File: config.mk
export PLATFORM = sky130hd
export DESIGN_NAME = snf_txdat_arb_flat
export DESIGN_NICKNAME = d
export VERILOG_FILES = /design/src/rtl/snf_txdat_arb_pkg.sv /design/src/rtl/snf_txdat_arb_if.sv /design/src/rtl/snf_rr_arb.sv /design/src/rtl/snf_txdat_arb.sv /design/src/flat_wrapper.sv
export SDC_FILE = /design/constraint.sdc
export NUM_CORES = 1
export LEC_CHECK = 0
export CAP_MARGIN = 20
export CORE_AREA = 5 5 130 132
export DETAILED_ROUTE_END_ITERATION = 7
export DIE_AREA = 0 0 135 137
export GPL_ROUTABILITY_DRIVEN = 1
export PLACE_DENSITY = 0.63
export SYNTH_ARGS = -nofsm -noshare
export SYNTH_HDL_FRONTEND = slang
export SYNTH_SLANG_ARGS = --single-unit
File: constraint.sdc
create_clock -name clk -period 3 [get_ports clk]
set_input_delay 0.9 -clock clk [delete_from_list [all_inputs] [get_ports clk]]
set_output_delay 0.9 -clock clk [all_outputs]
set_load 0.02 [all_outputs]
File: src/rtl/snf_txdat_arb_pkg.sv
`default_nettype none
// ============================================================================
// Module   : snf_txdat_arb_pkg
// Brief    : Shared constants for the SNF TXDAT arbiter: flit width, default
//            sizing and FSM state encodings.
// Revision : 1.0
// ============================================================================
package snf_txdat_arb_pkg;

  localparam int CHIE_DAT_FLIT_WIDTH = 64;

  localparam int SNF_NUM_REQ_DFLT   = 4;
  localparam int SNF_MAX_BEATS_DFLT = 2;

  localparam logic [0:0] ST_IDLE = 1'b0;
  localparam logic [0:0] ST_SEND = 1'b1;

endpackage
`default_nettype wire

File: src/rtl/snf_txdat_arb_if.sv
`default_nettype none
// ============================================================================
// Module   : snf_txdat_arb_if
// Brief    : Requester / TXDAT handshake bundle around the TXDAT arbiter.
// Revision : 1.0
// ============================================================================
interface snf_txdat_arb_if
  import snf_txdat_arb_pkg::*;
#(
  parameter int NUM_REQ = SNF_NUM_REQ_DFLT
);
  logic [NUM_REQ-1:0]                     req_valid_sx;
  logic [NUM_REQ-1:0]                     req_last_sx;
  logic [NUM_REQ*CHIE_DAT_FLIT_WIDTH-1:0] req_flit_sx;
  logic                                   txdat_dbf_rdy_s1;
  logic                                   txdat_dbf_won_sx;
  logic                                   dbf_txdat_valid_sx;
  logic [CHIE_DAT_FLIT_WIDTH-1:0]         txdat_flit;
  logic [NUM_REQ-1:0]                     arb_req_gnt_sx;
  logic                                   arb_busy;
  logic                                   arb_err_sx;

  modport slave (
    input  req_valid_sx, req_last_sx, req_flit_sx,
    input  txdat_dbf_rdy_s1, txdat_dbf_won_sx,
    output dbf_txdat_valid_sx, txdat_flit, arb_req_gnt_sx, arb_busy, arb_err_sx
  );

  modport master (
    output req_valid_sx, req_last_sx, req_flit_sx,
    output txdat_dbf_rdy_s1, txdat_dbf_won_sx,
    input  dbf_txdat_valid_sx, txdat_flit, arb_req_gnt_sx, arb_busy, arb_err_sx
  );
endinterface
`default_nettype wire

File: src/rtl/snf_rr_arb.sv
`default_nettype none
// ============================================================================
// Module   : snf_rr_arb
// Brief    : Combinational round-robin picker: first valid, non-excluded
//            requester at or after the start index, wrapping.
// Revision : 1.0
// ============================================================================
module snf_rr_arb
  import snf_txdat_arb_pkg::*;
#(
  parameter int NUM_REQ = SNF_NUM_REQ_DFLT,
  parameter int IDX_W   = $clog2(NUM_REQ)
) (
  input  wire logic [NUM_REQ-1:0] valid,
  input  wire logic [NUM_REQ-1:0] excl,
  input  wire logic [IDX_W-1:0]   start,
  output logic                    found,
  output logic [IDX_W-1:0]        idx
);

  logic [NUM_REQ-1:0]   w_cand;
  logic [2*NUM_REQ-1:0] w_dbl;
  logic [NUM_REQ-1:0]   w_rot;
  logic [IDX_W-1:0]     w_off;
  logic [IDX_W:0]       w_sum;

  // Rotate so that bit 0 is the start index; the lowest set bit wins.
  assign w_cand = valid & ~excl;
  assign w_dbl  = {w_cand, w_cand};
  assign w_rot  = w_dbl[start +: NUM_REQ];

  always_comb begin
    found = 1'b0;
    w_off = '0;
    for (int i = NUM_REQ - 1; i >= 0; i--) begin
      if (w_rot[i]) begin
        found = 1'b1;
        w_off = IDX_W'(i);
      end
    end
  end

  assign w_sum = {1'b0, start} + {1'b0, w_off};
  assign idx   = (w_sum >= (IDX_W+1)'(NUM_REQ)) ? IDX_W'(w_sum - (IDX_W+1)'(NUM_REQ))
                                                : IDX_W'(w_sum);

endmodule
`default_nettype wire

File: src/rtl/snf_txdat_arb.sv
`default_nettype none
// ============================================================================
// Module   : snf_txdat_arb
// Brief    : Burst-locking round-robin arbiter feeding DAT flits to TXDAT.
// Revision : 1.0
// ============================================================================
module snf_txdat_arb
  import snf_txdat_arb_pkg::*;
#(
  parameter int NUM_REQ   = SNF_NUM_REQ_DFLT,
  parameter int MAX_BEATS = SNF_MAX_BEATS_DFLT
) (
  input  wire logic      clk,
  input  wire logic      rst,
  snf_txdat_arb_if.slave bus
);

  localparam int IDX_W = $clog2(NUM_REQ);
  localparam int CNT_W = $clog2(MAX_BEATS + 1);

  logic [0:0]       state;
  logic [IDX_W-1:0] sel_q;
  logic [IDX_W-1:0] rr_ptr_q;
  logic [CNT_W-1:0] beat_cnt_q;

  logic               w_send;
  logic               w_won;
  logic               w_sel_last;
  logic [NUM_REQ-1:0] w_sel_oh;
  logic [IDX_W-1:0]   w_sel_inc;
  logic [CNT_W-1:0]   w_beat_next;
  logic               w_force;
  logic               w_release;
  logic [IDX_W-1:0]   w_arb_start;
  logic [NUM_REQ-1:0] w_arb_excl;
  logic               w_arb_found;
  logic [IDX_W-1:0]   w_arb_idx;

  assign w_send      = (state == ST_SEND);
  assign w_won       = w_send & bus.txdat_dbf_won_sx;
  assign w_sel_last  = bus.req_last_sx[sel_q];
  assign w_sel_oh    = NUM_REQ'(1) << sel_q;
  assign w_sel_inc   = (sel_q == IDX_W'(NUM_REQ - 1)) ? '0 : sel_q + IDX_W'(1);
  assign w_beat_next = beat_cnt_q + CNT_W'(1);
  assign w_force     = w_won & ~w_sel_last & (w_beat_next == CNT_W'(MAX_BEATS));
  assign w_release   = w_won & (w_sel_last | w_force);

  // In SEND the picker pre-computes the handover target so a release can
  // switch requesters without an IDLE bubble.
  assign w_arb_start = w_send ? w_sel_inc : rr_ptr_q;
  assign w_arb_excl  = w_send ? w_sel_oh  : '0;

  snf_rr_arb #(
    .NUM_REQ (NUM_REQ),
    .IDX_W   (IDX_W)
  ) u_rr_arb (
    .valid (bus.req_valid_sx),
    .excl  (w_arb_excl),
    .start (w_arb_start),
    .found (w_arb_found),
    .idx   (w_arb_idx)
  );

  always_ff @(posedge clk) begin
    if (rst) begin
      state      <= ST_IDLE;
      sel_q      <= '0;
      rr_ptr_q   <= '0;
      beat_cnt_q <= '0;
    end else begin
      case (state)
        ST_IDLE: begin
          if (w_arb_found) begin
            sel_q      <= w_arb_idx;
            beat_cnt_q <= '0;
            state      <= ST_SEND;
          end
        end
        ST_SEND: begin
          if (w_release) begin
            rr_ptr_q   <= w_sel_inc;
            beat_cnt_q <= '0;
            if (w_arb_found) begin
              sel_q <= w_arb_idx;
            end else begin
              state <= ST_IDLE;
            end
          end else if (w_won) begin
            beat_cnt_q <= w_beat_next;
          end
        end
        default: state <= ST_IDLE;
      endcase
    end
  end

  assign bus.dbf_txdat_valid_sx = w_send & bus.req_valid_sx[sel_q];
  assign bus.txdat_flit         = w_send ? bus.req_flit_sx[sel_q*CHIE_DAT_FLIT_WIDTH +: CHIE_DAT_FLIT_WIDTH]
                                         : '0;
  assign bus.arb_req_gnt_sx     = w_won ? w_sel_oh : '0;
  assign bus.arb_busy           = w_send;
  assign bus.arb_err_sx         = w_force;

endmodule
`default_nettype wire

File: src/flat_wrapper.sv
// flat-port wrapper written by rule: the top's interface ports become plain ports
module snf_txdat_arb_flat import snf_txdat_arb_pkg::*;
#(
  parameter int NUM_REQ   = SNF_NUM_REQ_DFLT,
  parameter int MAX_BEATS = SNF_MAX_BEATS_DFLT
)
  (clk, rst, bus_req_valid_sx, bus_req_last_sx, bus_req_flit_sx, bus_txdat_dbf_rdy_s1, bus_txdat_dbf_won_sx, bus_dbf_txdat_valid_sx, bus_txdat_flit, bus_arb_req_gnt_sx, bus_arb_busy, bus_arb_err_sx);
  snf_txdat_arb_if #(.NUM_REQ(NUM_REQ)) bus_i ();
  input  wire logic clk;
  input  wire logic rst;
  input wire logic [$bits(bus_i.req_valid_sx)-1:0] bus_req_valid_sx;
  input wire logic [$bits(bus_i.req_last_sx)-1:0] bus_req_last_sx;
  input wire logic [$bits(bus_i.req_flit_sx)-1:0] bus_req_flit_sx;
  input wire logic [$bits(bus_i.txdat_dbf_rdy_s1)-1:0] bus_txdat_dbf_rdy_s1;
  input wire logic [$bits(bus_i.txdat_dbf_won_sx)-1:0] bus_txdat_dbf_won_sx;
  output wire logic [$bits(bus_i.dbf_txdat_valid_sx)-1:0] bus_dbf_txdat_valid_sx;
  output wire logic [$bits(bus_i.txdat_flit)-1:0] bus_txdat_flit;
  output wire logic [$bits(bus_i.arb_req_gnt_sx)-1:0] bus_arb_req_gnt_sx;
  output wire logic [$bits(bus_i.arb_busy)-1:0] bus_arb_busy;
  output wire logic [$bits(bus_i.arb_err_sx)-1:0] bus_arb_err_sx;
  assign bus_i.req_valid_sx = bus_req_valid_sx;
  assign bus_i.req_last_sx = bus_req_last_sx;
  assign bus_i.req_flit_sx = bus_req_flit_sx;
  assign bus_i.txdat_dbf_rdy_s1 = bus_txdat_dbf_rdy_s1;
  assign bus_i.txdat_dbf_won_sx = bus_txdat_dbf_won_sx;
  assign bus_dbf_txdat_valid_sx = bus_i.dbf_txdat_valid_sx;
  assign bus_txdat_flit = bus_i.txdat_flit;
  assign bus_arb_req_gnt_sx = bus_i.arb_req_gnt_sx;
  assign bus_arb_busy = bus_i.arb_busy;
  assign bus_arb_err_sx = bus_i.arb_err_sx;
  snf_txdat_arb #(.NUM_REQ(NUM_REQ), .MAX_BEATS(MAX_BEATS)) u_core (.clk(clk), .rst(rst), .bus(bus_i));
endmodule
==> results.md <==
- The run finished with clean final reports.
- The tightest min-delay check is of the flip-flop to flip-flop type.
- Based on the critical path, the design can be clocked at up to 334 MHz.
- In this run the power density over the cells is 523 mW/mm^2.
- The number of synthesized flops with an enable pin is 0.
- Synthesis produced 242 cells.
- Of the total synthesized cell area, the portion taken by XOR and XNOR cells is 0.00324.
- The tool flagged a number of max-cap violations equal to 0.
- The die area is 0.0185 mm^2.
- The number of global-route vias before repair came to 3,788.
- The total length of routed wires is 16.4 mm.
- The initial utilization of the core area, before any placement, comes to 0.174.
- The highest net fanout along the worst path is 1.
- The number of routed nets with antenna violations is 0.
- The post-detailed-route wirelength per cell is 20.7 um.
- During I/O placement, the number of pins put on the boundary was 339.
- The worst register-to-register path has a setup slack of 0.25 ns.
- In this run the vertical extent of the chip is 137 um.
- The fraction of the mapped netlist area in compound gates is 0.0740.
- The number of violations reported at the end of detailed-routing iteration 0 is 172.
- STA puts the critical path data required time at 2.10 ns.
- The clock input transition at the sequential cells of the worst setup and hold paths is 0.04 ns.
- For the finished layout, the period the worst path requires is 3.00 ns.
- The post-layout net count is 852.
- The first-pass GRT wire length is 23.2 mm.
- The clock sink total is 7.
- The number of different library cells used by synthesis comes to 40.
- The number of buffers on the longest clock path is 2.
- After floorplanning, the core was divided into 46 placement rows.
- The final design area excluding fillers is 0.00669 mm^2.
- The share of synthesized cell area in full adder, half adder and majority cells is 0.0277.
- The number of buffers inserted during clock tree synthesis is 3.
- The worst register-to-register path begins at u_core.sel_q[0].
- Counting flops with an async set or reset pin after synthesis yields a share of 0.
- The worst hold path begins at u_core.rr_ptr_q[0].
- In this run the horizontal extent of the chip is 135 um.
- The length of routed met2 wiring is 8.82 mm.
- The worst hold path passes through 2 cells.
- The Yosys step of the flow raised 0 warnings.
- The worst register-to-register path ends at u_core.sel_q[1].
- In this run the tool buffered the top-level ports with 337 buffer cells.
- The area growth from synthesis to layout is 147%.
- The post-route clock skew is 0.000329 ns.
- The number of design rule violations left after detail routing is 0.
- The number of antenna violations at the first check in global routing is 1.
- The CTS tree is built.
- After synthesis, the largest family of logic cells by area is multiplexers.
- Total power for the finished layout comes to 3.50 mW.
- Detailed placement ended at an HPWL of 13.9 mm.
- The fill cell instance count of the final layout is 1,508.
- In this run the tightest slew margin relative to its limit is 0.689.
- The delay of the slowest cell on the worst path is 0.46 ns.
- The commonest register cell after synthesis is sky130_fd_sc_hd__dfxtp_1.
- The sum of routed wire segments on met1 is 6.13 mm.
- In this run the standard cell core region covers 0.0156 mm^2.
- The global routing usage summed across all routing layers is 0.162.
- After detailed routing, the number of vias per cell comes to 4.50.
- Setup violations remaining at the end of the flow were counted as 0.
- The data arrival at the endpoint of the critical path is 2.10 ns.
- The post-CTS repair timing setup buffer count is 0.
- The number of cells on the worst reg-to-reg path is 12.
- The congestion estimate from routability-driven global placement came to 0.925.
- The synthesized area per cell is 11.2 um^2.
- For the pin with the worst max-slew slack, the measured transition is 0.467 ns.
- The later pin in the worst-skew pair is clocked with a latency of 0.23 ns.
- The final-layout setup total negative slack is 0 ns.
- Walking the worst path, the cells encountered are clkdlybuf4s50_1, mux4_2, and2_1, buf_2.
- The number of failing hold endpoints at the final stage is 0.
- The wire length on met3 is 1.22 mm.
- The net count after synthesis is 516.
- The worst setup path is captured at an output pin.
- The launching element type of the critical path is an input pin.
- The type of the worst setup path is input pin to output pin.
- The number of max-slew violations in the final report is 0.
- The top layer used by detailed routing is met4.
- The largest net degree at the start of global routing is 37.
- The path with the worst hold slack has its endpoint at u_core.rr_ptr_q[0].
- The area share of and/or/nand/nor cells after synthesis is 0.209.
- The flop and latch count out of synthesis is 7.
- The detailed router placed 3,572 vias in this run.
- The cell sitting at the root of the clock tree is a sky130_fd_sc_hd__clkbuf_16.
- The maximum level of the CTS H-tree is 1.
- For this run, the detailed router's first-pass iteration total came to 6.
- The slowest stage of the critical path is the sky130_fd_sc_hd__mux4_2 cell.
- The mapped netlist covers 0.00271 mm^2.
- The largest voltage drop on the vdd net is 263 uV.
- The global-route congestion overflow total is 0.
- In the final layout, the share of cells above drive strength 1 is 0.369.
- Dividing the final minimum period by the clock period gives 0.999.
- The portion of netlist area occupied by mux cells is 0.578.
- Summing all placed instances gives a cell area of 0.00646 mm^2.
- The part of the Yosys area used for sequential elements is 0.0518.
- The leakage power is 2.92 nW.
report_power, final:
group	total (mW)	internal (mW)	switching, mW
sequential	0.173	0.120	0.0526
clock	0.225	0.177	0.0480
combinational	3.10	1.82	1.28
total	3.50	2.11	1.38
state kept, by name, summed over array words and instances (netlist names):
register             flops
u_core.rr_ptr_q          2
u_core.beat_cnt_q        2
u_core.bus.arb_busy      1
u_core.sel_q             2
stage by stage:
step / utilization / worst slack [ns] / cells / hold slack [ns]
after detailed placement: 0.414 / -0.477 / 789 / 0.490
after global placement: 0.414 / -0.475 / 789 / 0.482
final: 0.429 / 0.00347 / 794 / 0.489
after global routing: 0.429 / -0.00766 / 794 / 0.526
after CTS: 0.406 / -0.0353 / 793 / 0.498
after floorplan: - / 0.00880 / 242 / 0.460
layer usage:
metal | global-route usage | vias to the layer above
met4 | 0.0218 | 0
met3 | 0.0364 | 20
met1 | 0.192 | 1757
met2 | 0.305 | 162
li1 | - | 1633
met5 | 0 | -
what timing repair did:
item	CTS	global route
endpoints found under the setup margin	71	53
hold buffers	0	0
resized for setup	341	131
cloned	0	0
pin swaps	7	20
placed cells by master (no fill, tap or decap), drive strengths merged, types with 2 or more instances in the layout:
master	netlist	final
and3	4	4
dlygate4sd2	0	23
a21oi	3	3
inv	6	6
and2	65	65
nand2b	2	2
mux4	65	65
dfxtp	7	7
o211ai	2	2
o221ai	2	2
clkbuf	12	5
ha	6	6
a221oi	2	2
mux2i	10	10
dlymetal6s2s	0	35
nor2	13	13
a21bo	2	2
nand2	7	7
clkdlybuf4s50	0	213
a21boi	3	3
a31oi	3	3
buf	14	85
synth_stat cells (2+ instances only):
| library cell | instances | share of area |
|---|---|---|
| sky130_fd_sc_hd__a31oi_1 | 3 | 0.0069 |
| sky130_fd_sc_hd__mux2i_1 | 10 | 0.037 |
| sky130_fd_sc_hd__buf_1 | 2 | 0.0028 |
| sky130_fd_sc_hd__nand2b_1 | 2 | 0.0046 |
| sky130_fd_sc_hd__inv_1 | 6 | 0.0083 |
| sky130_fd_sc_hd__a21oi_1 | 3 | 0.0055 |
| sky130_fd_sc_hd__a21boi_0 | 2 | 0.0055 |
| sky130_fd_sc_hd__ha_1 | 6 | 0.028 |
| sky130_fd_sc_hd__o221ai_1 | 2 | 0.0065 |
| sky130_fd_sc_hd__buf_2 | 8 | 0.015 |
| sky130_fd_sc_hd__and2_1 | 65 | 0.15 |
| sky130_fd_sc_hd__clkbuf_1 | 12 | 0.017 |
| sky130_fd_sc_hd__and3_1 | 4 | 0.0092 |
| sky130_fd_sc_hd__mux4_2 | 65 | 0.54 |
| sky130_fd_sc_hd__buf_4 | 2 | 0.0055 |
| sky130_fd_sc_hd__nor2_1 | 13 | 0.018 |
| sky130_fd_sc_hd__buf_6 | 2 | 0.0083 |
| sky130_fd_sc_hd__nand2_1 | 7 | 0.0097 |
| sky130_fd_sc_hd__dfxtp_1 | 7 | 0.052 |
kinds of logic after synthesis:
logic type / count (synthesis)
buffers and inverters: 32
multiplexers: 75
flip-flops: 7
AO/OA/AOI/OAI: 23
XOR/XNOR: 1
AND/OR/NAND/NOR: 98
adder cells (fa/ha/maj): 6
final cells by class:
cell class	instances	area (um^2)	share of cell area
Antenna cell	1	2.50	0.000374
Tap cell	216	270	0.0404
Inverter	6	22.5	0.00337
Sequential cell	7	146	0.0219
Multi-Input combinational cell	203	2560	0.382
Clock buffer	4	78.8	0.0118
Timing Repair Buffer	357	3610	0.540
worst max path at each step:
stage | startpoint | end | slack [ns] | cells after the start
6_report | bus_req_flit_sx[253] | bus_txdat_flit[61] | 0.003 | 4
5_1_grt | bus_req_flit_sx[174] | bus_txdat_flit[46] | -0.008 | 4
4_1_cts | bus_req_flit_sx[55] | bus_txdat_flit[55] | -0.04 | 4
3_5_place_dp | bus_req_flit_sx[247] | bus_txdat_flit[55] | -0.48 | 4
3_3_place_gp | bus_req_flit_sx[63] | bus_txdat_flit[63] | -0.47 | 4
2_1_floorplan | u_core.sel_q[0] | u_core.sel_q[1] | 0.009 | 14
critical path: cells and delay by family:
kind	cells	cell delay, ns
buffers and inverters	2	0.56
AND/OR/NAND/NOR	1	0.17
multiplexers	1	0.46
Power figures use the tool's default switching activity.
